### src/rtl/chia_xung_pkg.sv
`default_nettype none
// ============================================================================
// Module  : chia_xung_pkg
// Purpose : Shared constants, types and helpers for the chia_xung clock
//           divider: default clock/debounce settings, prescaler divide
//           derivation, counter-width helper and the phase encoding.
// Ports   : none (package)
// Rev     : 1.0  initial release
// ============================================================================
package chia_xung_pkg;

  localparam int unsigned CLK_HZ_DEFAULT  = 50_000_000;
  localparam int unsigned DEB_CYC_DEFAULT = 500_000;   // 10 ms at 50 MHz

  // The prescaler ticks at 20 Hz: four phases of 50 ms give 10 Hz and 5 Hz.
  localparam int unsigned TICK_HZ = 20;

  // Quarter-period phase of the 5 Hz output; bit 0 is clk10hz, bit 1 is clk5hz.
  typedef enum logic [1:0] {
    PH_LOW  = 2'd0,
    PH_10   = 2'd1,
    PH_5    = 2'd2,
    PH_BOTH = 2'd3
  } phase_e;

  function automatic int unsigned div_of(input int unsigned clk_hz);
    return clk_hz / TICK_HZ;
  endfunction

  // Minimum width able to hold n-1 (at least one bit).
  function automatic int unsigned cnt_width(input int unsigned n);
    return (n > 1) ? $clog2(n) : 1;
  endfunction

  function automatic phase_e next_phase(input phase_e p);
    logic [1:0] v;
    v = p;
    v = v + 2'd1;
    return phase_e'(v);
  endfunction

  localparam int unsigned DIV_DEFAULT   = div_of(CLK_HZ_DEFAULT);
  localparam int unsigned DIV_W_DEFAULT = cnt_width(DIV_DEFAULT);
  localparam int unsigned DEB_W_DEFAULT = cnt_width(DEB_CYC_DEFAULT);

endpackage : chia_xung_pkg
`default_nettype wire

### src/rtl/chong_doi.sv
`default_nettype none
// ============================================================================
// Module  : chong_doi
// Purpose : Two-flop synchronizer followed by a counter debouncer. The
//           stable value only follows the synchronized input after it has
//           differed for DEB_CYC consecutive cycles.
// Ports   : clk   - system clock
//           rst   - synchronous active-high reset
//           d_in  - raw asynchronous input
//           d_out - debounced stable value (registered)
// Rev     : 1.0  initial release
// ============================================================================
module chong_doi
  import chia_xung_pkg::*;
#(
  parameter int unsigned DEB_CYC = DEB_CYC_DEFAULT
) (
  input  logic clk,
  input  logic rst,
  input  logic d_in,
  output logic d_out
);

  localparam int unsigned DEB_W = cnt_width(DEB_CYC);
  localparam logic [DEB_W-1:0] DCNT_LAST = DEB_W'(DEB_CYC - 1);

  logic             sync1;
  logic             sync2;
  logic             deb;
  logic [DEB_W-1:0] dcnt;

  always_ff @(posedge clk) begin
    if (rst) begin
      sync1 <= 1'b0;
      sync2 <= 1'b0;
      deb   <= 1'b0;
      dcnt  <= '0;
    end else begin
      sync1 <= d_in;
      sync2 <= sync1;
      if (sync2 == deb) begin
        dcnt <= '0;
      end else if (dcnt == DCNT_LAST) begin
        // Input has disagreed for the full window: accept it.
        deb  <= sync2;
        dcnt <= '0;
      end else begin
        dcnt <= dcnt + DEB_W'(1);
      end
    end
  end

  assign d_out = deb;

endmodule : chong_doi
`default_nettype wire

### src/rtl/chia_xung.sv
`default_nettype none
// ============================================================================
// Module  : chia_xung
// Purpose : Divides clk down to phase-aligned 10 Hz and 5 Hz square waves,
//           produces rising-edge tick pulses, and presents a debounced
//           frequency select that only changes while both clocks are low.
// Ports   : clk      - system clock
//           rst      - synchronous active-high reset
//           en       - run enable, 0 freezes waveform generation
//           frez_in  - raw select switch (0 = 5 Hz, 1 = 10 Hz)
//           clk10hz  - 10 Hz square wave, 50 % duty
//           clk5hz   - 5 Hz square wave, 50 % duty
//           tick10   - one-cycle pulse as clk10hz rises
//           tick5    - one-cycle pulse as clk5hz rises
//           frez     - debounced select, updated at the 3->0 phase wrap
// Rev     : 1.0  initial release
// ============================================================================
module chia_xung
  import chia_xung_pkg::*;
#(
  parameter int unsigned CLK_HZ  = CLK_HZ_DEFAULT,
  parameter int unsigned DEB_CYC = DEB_CYC_DEFAULT
) (
  input  logic clk,
  input  logic rst,
  input  logic en,
  input  logic frez_in,
  output logic clk10hz,
  output logic clk5hz,
  output logic tick10,
  output logic tick5,
  output logic frez
);

  localparam int unsigned DIV   = div_of(CLK_HZ);
  localparam int unsigned DIV_W = cnt_width(DIV);
  localparam logic [DIV_W-1:0] CNT_LAST = DIV_W'(DIV - 1);

  generate
    if (DIV < 2) begin : g_div_too_small
      $error("chia_xung: CLK_HZ must be at least 40 so that DIV >= 2");
    end
  endgenerate

  logic [DIV_W-1:0] cnt;
  phase_e           ph;
  logic [1:0]       ph_bits;
  logic             deb;
  logic             tick20;

  chong_doi #(
    .DEB_CYC (DEB_CYC)
  ) u_chong_doi (
    .clk   (clk),
    .rst   (rst),
    .d_in  (frez_in),
    .d_out (deb)
  );

  assign tick20 = en & (cnt == CNT_LAST);

  always_ff @(posedge clk) begin
    if (rst) begin
      cnt  <= '0;
      ph   <= PH_LOW;
      frez <= 1'b0;
    end else if (en) begin
      if (tick20) begin
        cnt <= '0;
        ph  <= next_phase(ph);
        // Wrap 3->0 takes both clocks low together: the only safe moment
        // for the downstream selector to switch. A deb update on this same
        // edge is picked up one full period later.
        if (ph == PH_BOTH) begin
          frez <= deb;
        end
      end else begin
        cnt <= cnt + DIV_W'(1);
      end
    end
  end

  assign ph_bits = ph;
  assign clk10hz = ph_bits[0];
  assign clk5hz  = ph_bits[1];

  // Ticks mark the cycle whose closing edge raises the respective clock.
  assign tick10 = tick20 & ~ph_bits[0];
  assign tick5  = tick20 & (ph == PH_10);

endmodule : chia_xung
`default_nettype wire

### config.mk
export PLATFORM = sky130hd
export DESIGN_NAME = chia_xung
export DESIGN_NICKNAME = d
export VERILOG_FILES = /design/src/rtl/chia_xung_pkg.sv /design/src/rtl/chong_doi.sv /design/src/rtl/chia_xung.sv
export SDC_FILE = /design/constraint.sdc
export NUM_CORES = 1
export LEC_CHECK = 0
export ABC_CLOCK_PERIOD_IN_PS = 2180
export CAP_MARGIN = 20
export CELL_PAD_IN_SITES_DETAIL_PLACEMENT = 0
export CELL_PAD_IN_SITES_GLOBAL_PLACEMENT = 1
export CORE_ASPECT_RATIO = 1.75
export CORE_MARGIN = 3
export CORE_UTILIZATION = 43
export CTS_BUF_LIST = sky130_fd_sc_hd__clkbuf_8
export CTS_CLUSTER_SIZE = 40
export DETAILED_ROUTE_END_ITERATION = 16
export PLACE_DENSITY = 0.76
export SLEW_MARGIN = 0
export SYNTH_ARGS = -nofsm -noshare
export SYNTH_HDL_FRONTEND = slang
export SYNTH_HIERARCHICAL = 1
export SYNTH_SLANG_ARGS = --single-unit
### constraint.sdc
create_clock -name clk -period 2.18 [get_ports clk]
set_input_delay 0.654 -clock clk [delete_from_list [all_inputs] [get_ports clk]]
set_output_delay 0.654 -clock clk [all_outputs]
set_load 0.1 [all_outputs]
==> impl_metrics.toml, run 1 <==
[run_status]
outcome = "finished with violations"
violations = "negative setup slack"

[job]
cap_violations = 0

[placed_design]
gp_congestion = 0.748
dpl.hpwl_microns = 3910
port_buffers = 8
dp_slack_ps = -568

[min_path]
hold_end = "u_chong_doi/sync2"
hold_path_class = "register to register"
min_path_cells = 1
holdCritStartpoint = "u_chong_doi/sync1"

[clocking]
cts_buffer_depth = 2
cts_buffers = 5
htree_levels = 2
tritoncts = "done"
clock_sinks = 47
clkSlewWorstSetupHoldPaths_ps = 90
ctsHoldBuffers = 0
clk-insertion-delay-late_ps = 300
cts-root-buf = "clkbuf_8"

[synth]
yosys.area.top_type = "dfxtp_1"
synth_flop_cell = "dfxtp_1"
synth_most_common_cell = "dfxtp_1"
synth_async_sr_flop_share_pct = 0
ys_top_cells_by_count = "47 x dfxtp_1, 37 x nor2_1, 18 x xnor2_1"
synth-seq-cells = 47
synth_area_per_cell_sq_um = 8.88
synth.distinct_cells = 41
synthTopCellsByArea = "dfxtp_1 42%, xnor2_1 7.0%, nor2_1 6.2%"
syn_nets = 262
yosysWarnings = 6
ys_seq_area_share_pct = 41.7
syn_area_sq_um = 2260
synthCells = 254
synth_edf_count = 0
synth_top_area_share_pct = 41.7

[critical_path]
r2r-end = "u_chong_doi/d_out"
cp_cell_sequence = "clkdlybuf4s15_1 > nand3_4 > or2_4 > or3_4 > clkinvlp_4 > buf_12"
worstReg2RegStart = "u_chong_doi/dcnt[9]"
end_kind = "output port"
cp_top_family = "simple AND/OR/NAND/NOR gates"
startpoint_type = "input pin"
critPathKind = "input pin to output port"
slowest_stage = "or3_4"
critPathBufInv = 3
worstPathArrival_ps = 1830
cp.depth = 6
reg2regPathDepth = 4
worstPathRequired_ps = 1530
cpPeakStageDelay_ps = 380
crit_fanout = 2
r2r_slack_ps = 190

[timing]
finClkSkew_ps = 8.09
tightest_slew_ps = 562
period_share_pct = 114
hold_viol_final = 0
grt_setup_unrepaired = "true"
min_period_ps = 2490
finalSetupViolCount = 2
hold_slack_ps = 461
slew_violations = 0
timing.fmax_mhz = 402
relSlewSlack_pct = 62.2
final.setup.worst_slack_ps = -306
tns_ps = -402

[route]
drt_iter0_markers = 39
dr.pass1.iters = 4
drcViolationCount = 0
drt.antenna.violating_nets = 0
avgRoutedWirePerCell_microns = 13.8
drt_wl_total_microns = 5040
vias = 1951
via_per_inst = 5.35

[final_layout]
area_growth_pct = 29.8
fin_util_pct = 58.4
nets = 318
drive_above_1_share_pct = 27.0
antenna_cells = 0

[pwr]
irDropWorstVdd_uv = 475
powerDensity_nw_per_um2 = 495
leakage_nw = 1.04
power_mw = 1.45

[floorplanning]
core-area_sq_um = 5020
fp.dieW_microns = 60.8
rows = 34
dieArea_sq_um = 6190
io_pins = 9
initial_core_util_pct = 44.9
die_y_microns = 102

[global_routing]
grt_usage_pct = 18.7
grt_pass1_vias = 1972
grt_pass1_wl_microns = 8670
grt_antenna_before_repair = 0
grt_max_degree = 19
grt_overflow_total = 0
-- power by group --
part           total, mW  switching (mW)  internal [mW]
sequential         0.867         0.00436          0.863
combinational     0.0447          0.0215         0.0232
clock              0.539           0.309          0.230
-- cell type report --
class | instances | area (sq um)
clock buffers | 5 | 68.8
repair buffers | 54 | 475
flip-flops and latches | 47 | 948
multi-input cells | 192 | 1300
fillers | 496 | 2090
inverters | 10 | 41.3
clock inverters | 3 | 23.8
well taps | 54 | 67.6
-- state kept, by name (all words and copies together) (netlist names) --
name	count
u_chong_doi/sync2	1
frez	1
ph	2
u_chong_doi/sync1	1
cnt	22
u_chong_doi/d_out	1
u_chong_doi/dcnt	19
-- how the worst max path moves through the flow --
stage | slack [ps] | to | start
after floorplan | -130 | tick10 | en
after global placement | -550 | tick10 | en
after detailed placement | -570 | tick10 | en
after CTS | -310 | tick10 | cnt[11]
after global routing | -360 | tick10 | cnt[5]
final | -310 | tick10 | en
-- repair_timing --
| action | 4_1_cts | 5_1_grt |
|---|---|---|
| endpoints found under the setup margin | 3 | 2 |
| resized for setup | 7 | 6 |
| setup buffers | 2 | 1 |
| pin swaps | 6 | 2 |
-- cells by family after synthesis --
kind of cell    count (synthesis)  share of synthesized area (%)
fa+ha+maj                       4                           2.22
simple gates                  129                           33.8
buf+inv                        15                           2.72
compound gates                 30                           8.21
xor+xnor                       27                           10.5
mux                             2                          0.887
flops                          47                           41.7
-- layer usage --
metal  wire length (microns)  up-vias  share of wire, %  track usage (%)
met5                       0        -                 0                0
met4                     182        0               3.6             9.68
met3                      65       11               1.3             3.16
met2                    2970       13                59             35.9
met1                    1820      910                36             17.7
li1                        -     1017                 -                -
-- per-stage QoR --
| stage | instances | area (sq um) |
|---|---|---|
| global placement | 354 | 2780 |
| finish | 365 | 2930 |
| floorplan | 254 | 2280 |
| CTS | 364 | 2910 |
| detailed placement | 354 | 2780 |
| global route | 365 | 2930 |
-- cell usage in the layout (no fill, tap or decap), types with 5 or more instances in the layout --
cell,n
a21oi_1,15
and4_1,5
buf_12,5
buf_4,46
clkbuf_8,5
dfxtp_1,41
dfxtp_2,6
inv_1,9
nand2_1,11
nand3_1,13
nand4_1,12
nor2_1,36
nor3_1,7
nor4_1,7
o21ai_0,5
xnor2_1,18
xor2_1,9
No activity file was read; power rests on OpenSTA's default activity.
==> run 2, diff against run 1 <==
- ABC_AREA: unset -> 1
- ABC_CLOCK_PERIOD_IN_PS: 2180 -> 2800
- CORE_UTILIZATION: 43 -> 45
- PLACE_DENSITY: 0.76 -> 0.8
- clock period: 2.18 -> 2.8 ns (I/O delays scaled with it)
==> impl_metrics.toml, run 2 <==
[final_layout]
area_growth_pct = 12.9
finalNonFillerCells = 512
final_common_cell = "nand2_1"
drive_above_1_share_pct = 16.7
final_area_sq_um = 3080
antenna_cells = 0
layout_common_cells = "90 x nand2_1, 88 x nor2_1, 54 x inv_1"
regMostFlops = "cnt"
largest_reg_flops = 22
nets = 443
nFillCells = 623
top_regs = "cnt (22), u_chong_doi/dcnt (19), ph (2)"

[critical_path]
critPathKind = "input pin to output port"
end_kind = "output port"
crit_fanout = 2
worstPathArrival_ps = 1890
worstPathRequired_ps = 1960
startpoint_type = "input pin"

[route]
drt_iter0_markers = 130
vias = 2495
avgRoutedWirePerCell_microns = 13.0
drcViolationCount = 0
dr.pass1.iters = 6
via_per_inst = 4.87
drt_wl_total_microns = 6670
drt.antenna.violating_nets = 0

[pwr]
power_mw = 1.31
powerDensity_nw_per_um2 = 425
leakage_nw = 1.19
irDropWorstVdd_uv = 340

[placed_design]
port_buffers = 8
gp_congestion = 0.857
dpl.hpwl_microns = 5360
placed_cells_incl_taps = 504
placed_cell_area_sq_um = 2930

[timing]
finalSetupViolCount = 0
timing.fmax_mhz = 367
period_share_pct = 97.4
tns_ps = 0
min_period_ps = 2730
relSlewSlack_pct = 76.4
hold_viol_final = 0
tightest_slew_ps = 352
finClkSkew_ps = 4.78
slew_violations = 0

[floorplanning]
initial_core_util_pct = 47.6
core-area_sq_um = 5720
fp.dieW_microns = 64.8
io_pins = 9
rows = 36
dieArea_sq_um = 7060
die_y_microns = 109

[synth]
synth-seq-cells = 47
synth_area_per_cell_sq_um = 6.52
ys_seq_area_share_pct = 34.5
synth_async_sr_flop_share_pct = 0
syn_nets = 426
synthTopCellsByArea = "dfxtp_1 35%, nand2_1 12%, nor2_1 12%"
syn_area_sq_um = 2730
synthCells = 418
synth_edf_count = 0
yosys.area.top_type = "dfxtp_1"
synth_top_area_share_pct = 34.5
synth_flop_cell = "dfxtp_1"
ys_top_cells_by_count = "90 x nand2_1, 90 x nor2_1, 53 x inv_1"
yosysWarnings = 6
synth.distinct_cells = 28

[clocking]
cts_buffers = 5
clk-insertion-delay-late_ps = 300
cts-root-buf = "clkbuf_8"
clock_sinks = 47
cts_buffer_depth = 2
htree_levels = 2
tritoncts = "done"
clkSlewWorstSetupHoldPaths_ps = 90

[global_routing]
grt_antenna_before_repair = 0
grt_max_degree = 16
grt_usage_pct = 20.7
grt_pass1_wl_microns = 11000
grt_pass1_vias = 2449
grt_overflow_total = 0

[run_status]
outcome = "finished, final reports clean"

[min_path]
hold_path_class = "register to register"

[job]
cap_violations = 0
## run 2: cell count changes after synthesis, moves of 5 or more
cell / delta
nor2_1: +53
inv_1: +43
nand2_2: +13
inv_2: +5
and4_1: -6
nor4_1: -6
xnor2_1: -14
nor2_2: +22
a21oi_1: -7
nand4_1: -7
nand3_1: +19
nand2_1: +79
## run 2: logic make-up after synthesis
| kind of cell | count (synthesis) | share of synthesized area [%] |
|---|---|---|
| adders and majority gates | 4 | 1.84 |
| xor gates and xnor gates | 14 | 4.50 |
| DFF | 47 | 34.5 |
| buffers and inverters | 61 | 9.27 |
| and+or+nand+nor | 278 | 47.3 |
| AOI/OAI and AO/OA | 14 | 2.57 |
## run 2: path summary, 6_finish.rpt
check,start,endpoint,slack [ps],depth (start not counted)
worst max-delay path,en,tick5,70,6
worst min-delay path,u_chong_doi/sync1,u_chong_doi/sync2,410,2
worst max register to register,cnt[0],cnt[21],1140,8
worst min register to register,u_chong_doi/sync1,u_chong_doi/sync2,410,2
## run 2: metal layers
layer  vias up  GRT usage (%)  share of wire [%]
li1       1315              -                  -
met1      1139           18.4                 35
met2        28           42.6                 60
met3        13           3.61                1.7
met4         0           10.3                3.2
met5         -              0                  0
## run 2: repair_timing
action	in CTS	in global routing
gates resized for setup	1	3
endpoints found under the setup margin	2	2
hold buffers	0	0
pin swaps	3	1
buffers inserted	0	0
## run 2: final cells by class
class	instances	area, sq um	area share [%]
Clock inverter	3	63.8	2.07
Clock buffer	5	68.8	2.24
Tap cell	76	95.1	3.09
Inverter	59	221	7.20
Sequential cell	47	941	30.6
Multi-Input combinational cell	310	1560	50.9
Timing Repair Buffer	12	121	3.95
## run 2: through the flow
step	worst slack [ps]	hold slack, ps	utilization [%]
floorplan	94.2	388	-
global placement	-248	395	51.2
detailed placement	-281	398	51.2
CTS	19.7	413	53.5
global route	-33.7	422	53.8
finish	73.7	409	53.8
## run 2: worst max-delay path, cell delays in order
cell and delay (ps):
dlygate4sd2_1 210, nand2_1 80, nor4_2 190, nand3_2 200, nor2_4 170, buf_12 180
## run 2: where the power goes
| group | switching [mW] | total (mW) | internal [mW] |
|---|---|---|---|
| registers | 0.00415 | 0.676 | 0.672 |
| clock network | 0.241 | 0.595 | 0.353 |
| logic | 0.0222 | 0.0347 | 0.0125 |
| total | 0.268 | 1.31 | 1.04 |
==> run 3, diff against run 2 <==
- SKIP_LAST_GASP: unset -> 1
==> results of run 3 <==
No change in the layout: final DEF, timing and power equal those of run 2.
